File: src/rtl/ctrl_unit.sv
// Multicycle control FSM: fetch, decode, ALU/memory/branch sequencing and LM/SM transfers.
// Optional feature: define CTRL_HALT_EN to make opcode 1111 park the FSM in HALT until reset.
//
// state   | meaning
// --------+--------------------------------------------------
// F1      | T1 <= R7 (read PC)
// F2      | IR <= mem[T1], T1 <= R7 + 1
// F3      | R7 <= T1 (PC increment)
// DEC     | decode opcode, no controls
// EX      | ALU operation / address calc / BEQ compare
// WB      | register file write-back (R7 for taken BEQ)
// MEM     | LW read or SW write
// LS_A    | latch base address into tmpA, clear counter
// LS_ADR  | T1 <= tmpA + counter
// LS_XF   | one LM/SM transfer for index counter
// BR      | T1 <= R7 + imm6 (taken branch target)
// HALT    | parked with all enables low

module ctrl_unit #(
  parameter logic [2:0] LAST_CNT = 3'd7
) (
  input  logic        clk,
  input  logic        proc_rst,
  input  logic [15:0] IRout,
  input  logic        compare,
  output logic [2:0]  Mux1_alu_B,
  output logic [2:0]  Mux2_alu_A,
  output logic [1:0]  Mux3_RF_wen,
  output logic [2:0]  Mux4_RF_wadd,
  output logic [1:0]  Mux5_RF_read2,
  output logic        Mux6_RF_dataIn,
  output logic [1:0]  Mux8_memwrite,
  output logic        Mux9_memDataIn,
  output logic        ALU_op,
  output logic        CZ_en,
  output logic        wIR,
  output logic        wAtmp,
  output logic        T1write,
  output logic [2:0]  counter,
  output logic        halted
);

  typedef enum logic [3:0] {
    S_F1, S_F2, S_F3, S_DEC, S_EX, S_WB, S_MEM,
    S_LS_A, S_LS_ADR, S_LS_XF, S_BR, S_HALT
  } state_t;

  localparam logic [3:0] OP_ADD = 4'b0000;
  localparam logic [3:0] OP_ADI = 4'b0001;
  localparam logic [3:0] OP_NDU = 4'b0010;
  localparam logic [3:0] OP_LHI = 4'b0011;
  localparam logic [3:0] OP_LW  = 4'b0100;
  localparam logic [3:0] OP_SW  = 4'b0101;
  localparam logic [3:0] OP_LM  = 4'b0110;
  localparam logic [3:0] OP_SM  = 4'b0111;
  localparam logic [3:0] OP_BEQ = 4'b1100;
  localparam logic [3:0] OP_HLT = 4'b1111;

  state_t     r_state;
  state_t     w_next;
  logic [2:0] r_counter;
  logic [3:0] w_op;
  logic       w_unused;

  assign w_op     = IRout[15:12];
  // Register fields and CZ condition are consumed by the datapath, not by this FSM.
  assign w_unused = ^IRout[11:0];
  assign counter  = r_counter;

  always_ff @(posedge clk or posedge proc_rst) begin
    if (proc_rst) begin
      r_state <= S_F1;
    end else begin
      r_state <= w_next;
    end
  end

  // Counter only advances in LS_XF and is held through LS_ADR; zero everywhere else.
  always_ff @(posedge clk or posedge proc_rst) begin
    if (proc_rst) begin
      r_counter <= 3'd0;
    end else if (r_state == S_LS_XF) begin
      if (r_counter == LAST_CNT) begin
        r_counter <= 3'd0;
      end else begin
        r_counter <= r_counter + 3'd1;
      end
    end else if (r_state != S_LS_ADR) begin
      r_counter <= 3'd0;
    end
  end

  always_comb begin
    w_next = S_F1;
    unique case (r_state)
      S_F1:  w_next = S_F2;
      S_F2:  w_next = S_F3;
      S_F3:  w_next = S_DEC;
      S_DEC: begin
        unique case (w_op)
          OP_ADD, OP_ADI, OP_NDU, OP_LHI,
          OP_LW, OP_SW, OP_BEQ:             w_next = S_EX;
          OP_LM, OP_SM:                     w_next = S_LS_A;
`ifdef CTRL_HALT_EN
          OP_HLT:                           w_next = S_HALT;
`endif
          default:                          w_next = S_F1;
        endcase
      end
      S_EX: begin
        unique case (w_op)
          OP_ADD, OP_ADI, OP_NDU, OP_LHI: w_next = S_WB;
          OP_LW, OP_SW:                   w_next = S_MEM;
          OP_BEQ:                         w_next = compare ? S_BR : S_F1;
          default:                        w_next = S_F1;
        endcase
      end
      S_WB:     w_next = S_F1;
      S_MEM:    w_next = S_F1;
      S_BR:     w_next = S_WB;
      S_LS_A:   w_next = S_LS_ADR;
      S_LS_ADR: w_next = S_LS_XF;
      S_LS_XF:  w_next = (r_counter == LAST_CNT) ? S_F1 : S_LS_ADR;
      S_HALT:   w_next = S_HALT;
      default:  w_next = S_F1;
    endcase
  end

  always_comb begin
    Mux1_alu_B     = 3'd0;
    Mux2_alu_A     = 3'd0;
    Mux3_RF_wen    = 2'd0;
    Mux4_RF_wadd   = 3'd0;
    Mux5_RF_read2  = 2'd0;
    Mux6_RF_dataIn = 1'b0;
    Mux8_memwrite  = 2'd0;
    Mux9_memDataIn = 1'b0;
    ALU_op         = 1'b0;
    CZ_en          = 1'b0;
    wIR            = 1'b0;
    wAtmp          = 1'b0;
    T1write        = 1'b0;
    unique case (r_state)
      S_F1: begin
        Mux5_RF_read2 = 2'd2;
        Mux2_alu_A    = 3'd0;
        Mux1_alu_B    = 3'd2;
        T1write       = 1'b1;
      end
      S_F2: begin
        wIR           = 1'b1;
        Mux2_alu_A    = 3'd1;
        Mux1_alu_B    = 3'd2;
        Mux5_RF_read2 = 2'd2;
        T1write       = 1'b1;
      end
      S_F3: begin
        Mux6_RF_dataIn = 1'b1;
        Mux4_RF_wadd   = 3'd3;
        Mux3_RF_wen    = 2'd1;
      end
      S_EX: begin
        T1write = 1'b1;
        unique case (w_op)
          OP_ADD, OP_NDU: begin
            Mux2_alu_A = 3'd5;
            Mux1_alu_B = 3'd2;
            CZ_en      = 1'b1;
            ALU_op     = (w_op == OP_NDU);
          end
          OP_ADI: begin
            Mux2_alu_A = 3'd5;
            Mux1_alu_B = 3'd3;
            CZ_en      = 1'b1;
          end
          OP_LHI: begin
            Mux2_alu_A = 3'd2;
            Mux1_alu_B = 3'd0;
          end
          OP_LW, OP_SW: begin
            Mux2_alu_A = 3'd3;
            Mux1_alu_B = 3'd2;
          end
          OP_BEQ: begin
            Mux2_alu_A = 3'd5;
            Mux1_alu_B = 3'd2;
            T1write    = 1'b0;
          end
          default: T1write = 1'b0;
        endcase
      end
      S_WB: begin
        Mux6_RF_dataIn = 1'b1;
        unique case (w_op)
          OP_ADD, OP_NDU: begin
            Mux4_RF_wadd = 3'd1;
            Mux3_RF_wen  = 2'd2;
          end
          OP_ADI: begin
            Mux4_RF_wadd = 3'd4;
            Mux3_RF_wen  = 2'd1;
          end
          OP_LHI: begin
            Mux4_RF_wadd = 3'd0;
            Mux3_RF_wen  = 2'd1;
          end
          OP_BEQ: begin
            Mux4_RF_wadd = 3'd3;
            Mux3_RF_wen  = 2'd1;
          end
          default: Mux6_RF_dataIn = 1'b0;
        endcase
      end
      S_MEM: begin
        if (w_op == OP_LW) begin
          Mux6_RF_dataIn = 1'b0;
          Mux4_RF_wadd   = 3'd0;
          Mux3_RF_wen    = 2'd1;
        end else if (w_op == OP_SW) begin
          Mux8_memwrite  = 2'd1;
          Mux9_memDataIn = 1'b0;
        end
      end
      S_BR: begin
        Mux5_RF_read2 = 2'd2;
        Mux2_alu_A    = 3'd3;
        Mux1_alu_B    = 3'd2;
        T1write       = 1'b1;
      end
      S_LS_A: wAtmp = 1'b1;
      S_LS_ADR: begin
        Mux2_alu_A = 3'd6;
        Mux1_alu_B = 3'd4;
        T1write    = 1'b1;
      end
      S_LS_XF: begin
        if (w_op == OP_LM) begin
          Mux6_RF_dataIn = 1'b0;
          Mux4_RF_wadd   = 3'd2;
          Mux3_RF_wen    = 2'd3;
        end else if (w_op == OP_SM) begin
          Mux5_RF_read2  = 2'd1;
          Mux9_memDataIn = 1'b1;
          Mux8_memwrite  = 2'd2;
        end
      end
      default: ;
    endcase
    // Reset overrides the F1 decode so nothing is enabled while proc_rst is held.
    if (proc_rst) begin
      Mux1_alu_B     = 3'd0;
      Mux2_alu_A     = 3'd0;
      Mux3_RF_wen    = 2'd0;
      Mux4_RF_wadd   = 3'd0;
      Mux5_RF_read2  = 2'd0;
      Mux6_RF_dataIn = 1'b0;
      Mux8_memwrite  = 2'd0;
      Mux9_memDataIn = 1'b0;
      ALU_op         = 1'b0;
      CZ_en          = 1'b0;
      wIR            = 1'b0;
      wAtmp          = 1'b0;
      T1write        = 1'b0;
    end
  end

`ifdef CTRL_HALT_EN
  assign halted = (r_state == S_HALT) && !proc_rst;
`else
  assign halted = 1'b0;
`endif

endmodule

File: config.mk
export PLATFORM = sky130hd
export DESIGN_NAME = ctrl_unit
export DESIGN_NICKNAME = d
export VERILOG_FILES = /design/src/rtl/ctrl_unit.sv
export SDC_FILE = /design/constraint.sdc
export NUM_CORES = 1
export LEC_CHECK = 0
export CORE_UTILIZATION = 39
export CTS_CLUSTER_SIZE = 28
export DETAILED_ROUTE_END_ITERATION = 7
export GPL_ROUTABILITY_DRIVEN = 0
export GPL_TIMING_DRIVEN = 0
export MAX_ROUTING_LAYER = met4
export PLACE_DENSITY_LB_ADDON = 0.25
export REMOVE_ABC_BUFFERS = 1
export SYNTH_ARGS = -nofsm -noshare
export SYNTH_HDL_FRONTEND = slang
export SYNTH_SLANG_ARGS = --single-unit
File: constraint.sdc
create_clock -name clk -period 1.6 [get_ports clk]
set_input_delay 0.16 -clock clk [delete_from_list [all_inputs] [get_ports clk]]
set_output_delay 0.16 -clock clk [all_outputs]
set_load 0.05 [all_outputs]
==> impl_metrics.yaml <==
floorplanning:
  start_util_pct: 42.8
  die_h_um: 49.3
  die-area_mm2: 0.00243
  num_rows: 16
  io_pins: 45
  die_width_um: 49.3
  core_area_mm2: 0.00204
global_routing:
  antenna_found_initial: 0
  grt_max_degree: 16
  grt_pass1_vias: 1086
  grt_pass1_wl_mm: 4.93
  grt.overflow.total: 0
  track_usage_pct: 27.5
critical_path:
  slowest_stage: "dfrtp_2"
  cp.buffers_inverters: 1
  regToRegEndpoint: "r_state[3]$_DFF_PP0_"
  startpoint: "r_state[3]$_DFF_PP0_"
  timing.rr.start: "r_state[1]$_DFF_PP0_"
  worstSetupPathDepth: 5
  worst_ep_arrival_time_ns: 1.82
  cpPeakStageDelay_ns: 0.46
  critPathLaunchType: "register"
  path_class: "register to output port"
  cp_top_family: "simple AND/OR/NAND/NOR gates"
  end_kind: "output port"
  worst-r2r-setup-slack_ns: 0.18
  crit_path_cell_trace: "nor2b_4 -> nand4b_1 -> o31ai_2 -> and2_1 -> buf_6"
  worst-r2r-cell-count: 6
  worstPathMaxFanout: 7
  cp.required_ns: 1.44
clock_network:
  cts_tree: "yes"
  path_clk_slew_ns: 0.06
  clock-sinks: 7
  cts_buffers: 3
  insertion_delay_ns: 0.26
  htree_levels: 1
  cts_buffer_depth: 2
  clockRootBuffer: "clkbuf_4"
outcome:
  violations: "negative setup slack"
  outcome: "finished with violations"
logic_synthesis:
  synth_area_um2: 873
  synth_flop_cell: "dfrtp_1"
  synth_seq_area_share_pct: 20.1
  synth_edf_count: 0
  synth_top_cells_by_area: "dfrtp_1, a21oi_1, nor3_1"
  synth_commonest_cells: "a21oi_1, nor3_1, nor2_1"
  yosysWarnings: 0
  ys_seq_elements: 7
  synthCells: 116
  synth.top_cell.area_share_pct: 20.1
  async_flop_share_pct: 100
  syn_avg_cell_area_um2: 7.53
  synth.distinct_cells: 44
  yosys.area.top_type: "dfrtp_1"
sta:
  setup-tns-final_ns: -4.20
  rsz0062_at_grt: "true"
  min_period_over_period_pct: 124
  drv_slew: 0
  fin_crit_ns: 1.98
  final-setup-viol-count: 22
  finClkSkew_ns: 0.000135
  max_freq_ghz: 0.504
  hold_viol: 0
  finalWorstSetupSlack_ns: -0.384
layout:
  fill_cells: 151
  register_area_um2: 180
  drive_above_1_share_pct: 53.7
  multi_input_area_um2: 773
  antenna_cells: 0
  area_growth_pct: 71.6
  utilization_pct: 73.4
  nNetsFinal: 186
place:
  port_buffers: 31
  hpwl_mm: 1.71
  dp_slack_ns: -1.20
detailed_routing:
  drtAntennaViolNets: 0
  routedWlPerCell_um: 18.3
  vias: 1207
  first_iter_violations: 59
  drt_drc_violations_left: 0
  via_per_inst: 6.32
  wl_mm: 3.50
  dr.pass1.iters: 4
min_path:
  hp-class: "input port to asynchronous set/reset pin"
power:
  p_leak_nw: 0.653
  p_seq_share_pct: 14.3
  p_clk_share_pct: 7.0
  p_int_w: 0.00118
  ir_drop_v: 0.00121
  p_per_area_mw_per_mm2: 1660
  p_switching_w: 0.00131
  swShare_pct: 52.6
  comb_power_share_pct: 78.6
job:
  maxCapViolCount: 0
==> worst max-delay path by stage <==
stage | to | slack (ns)
after CTS | Mux3_RF_wen[0] | -0.31
final | Mux4_RF_wadd[1] | -0.38
after global routing | Mux4_RF_wadd[1] | -0.39
after floorplan | Mux3_RF_wen[1] | -1.37
after detailed placement | Mux1_alu_B[0] | -1.20
after global placement | Mux1_alu_B[0] | -1.20
==> flip-flops by register name, summed over array words and instances, names as in the netlist <==
signal / cells
counter: 3
r_state: 4
==> metrics by stage <==
stage	std cells	power [W]	cell area (um2)	hold WS, ns
after floorplan	105	0.00120	811	-0.0152
after global placement	163	0.00152	1150	0.593
after detailed placement	163	0.00154	1150	0.623
after CTS	183	0.00214	1380	0.236
after global routing	191	0.00259	1500	0.0799
final	191	0.00249	1500	0.0485
==> cells in the final DEF, fill, tap and decap left out, types with 2 or more instances in the layout <==
cell / n
and2b_4: 2
o21ai_0: 2
nand3_2: 2
nor2_1: 4
a41oi_1: 2
o31ai_2: 2
nor3_1: 9
nand3_1: 3
a211oi_2: 2
nand2b_1: 2
clkbuf_4: 3
dlygate4sd2_1: 4
nand2_1: 4
ha_1: 2
mux2i_1: 4
nor2_2: 2
clkbuf_2: 3
buf_4: 32
a21oi_1: 7
a21oi_2: 3
a31oi_1: 2
a211oi_1: 2
nor2b_4: 2
nor4b_4: 2
and2_1: 2
dfrtp_1: 3
buf_6: 14
nor2_4: 3
dfrtp_2: 4
o21ai_1: 3
inv_1: 2
==> final cells by class <==
type,count,area share (%)
well taps,27,2.25
inverters,4,1.17
repair buffers,55,31.2
flip-flops and latches,7,12.0
clock buffers,4,1.75
multi-input cells,94,51.6
==> timing repair <==
item / in CTS / in global routing
gates resized for setup: 187 / 29
pin swaps: 10 / 10
setup buffers: 16 / 8
hold buffers: 0 / 0
cloned: 0 / 0
endpoints found under the hold margin: 0 / 0
endpoints found under the setup margin: 25 / 22
==> power by group through the flow <==
| stage | sequential [W] | combinational, W | clock (W) |
|---|---|---|---|
| floorplan | 0.000359 | 0.000837 | 0 |
| global placement | 0.000399 | 0.00112 | 0 |
| detailed placement | 0.000408 | 0.00113 | 0 |
| CTS | 0.000333 | 0.00163 | 0.000176 |
| global route | 0.000362 | 0.00205 | 0.000181 |
| finish | 0.000357 | 0.00196 | 0.000175 |
==> kinds of logic after synthesis <==
logic type | count (synthesis) | synth area share (%)
AO/OA/AOI/OAI | 36 | 27.8
adder cells (fa/ha/maj) | 2 | 2.86
buffers and inverters | 15 | 8.88
flip-flops | 7 | 20.1
multiplexers | 4 | 4.58
other | 1 | 0.429
AND/OR/NAND/NOR | 51 | 35.4
==> routing by layer <==
layer,GRT usage [%],vias to the layer above,wire length (um)
li1,-,529,-
met1,30.1,578,1270
met2,48.4,74,1770
met3,3.74,26,287
met4,13.2,0,173
met5,-,-,0
Note: power is estimated with default switching activity, not from simulation.
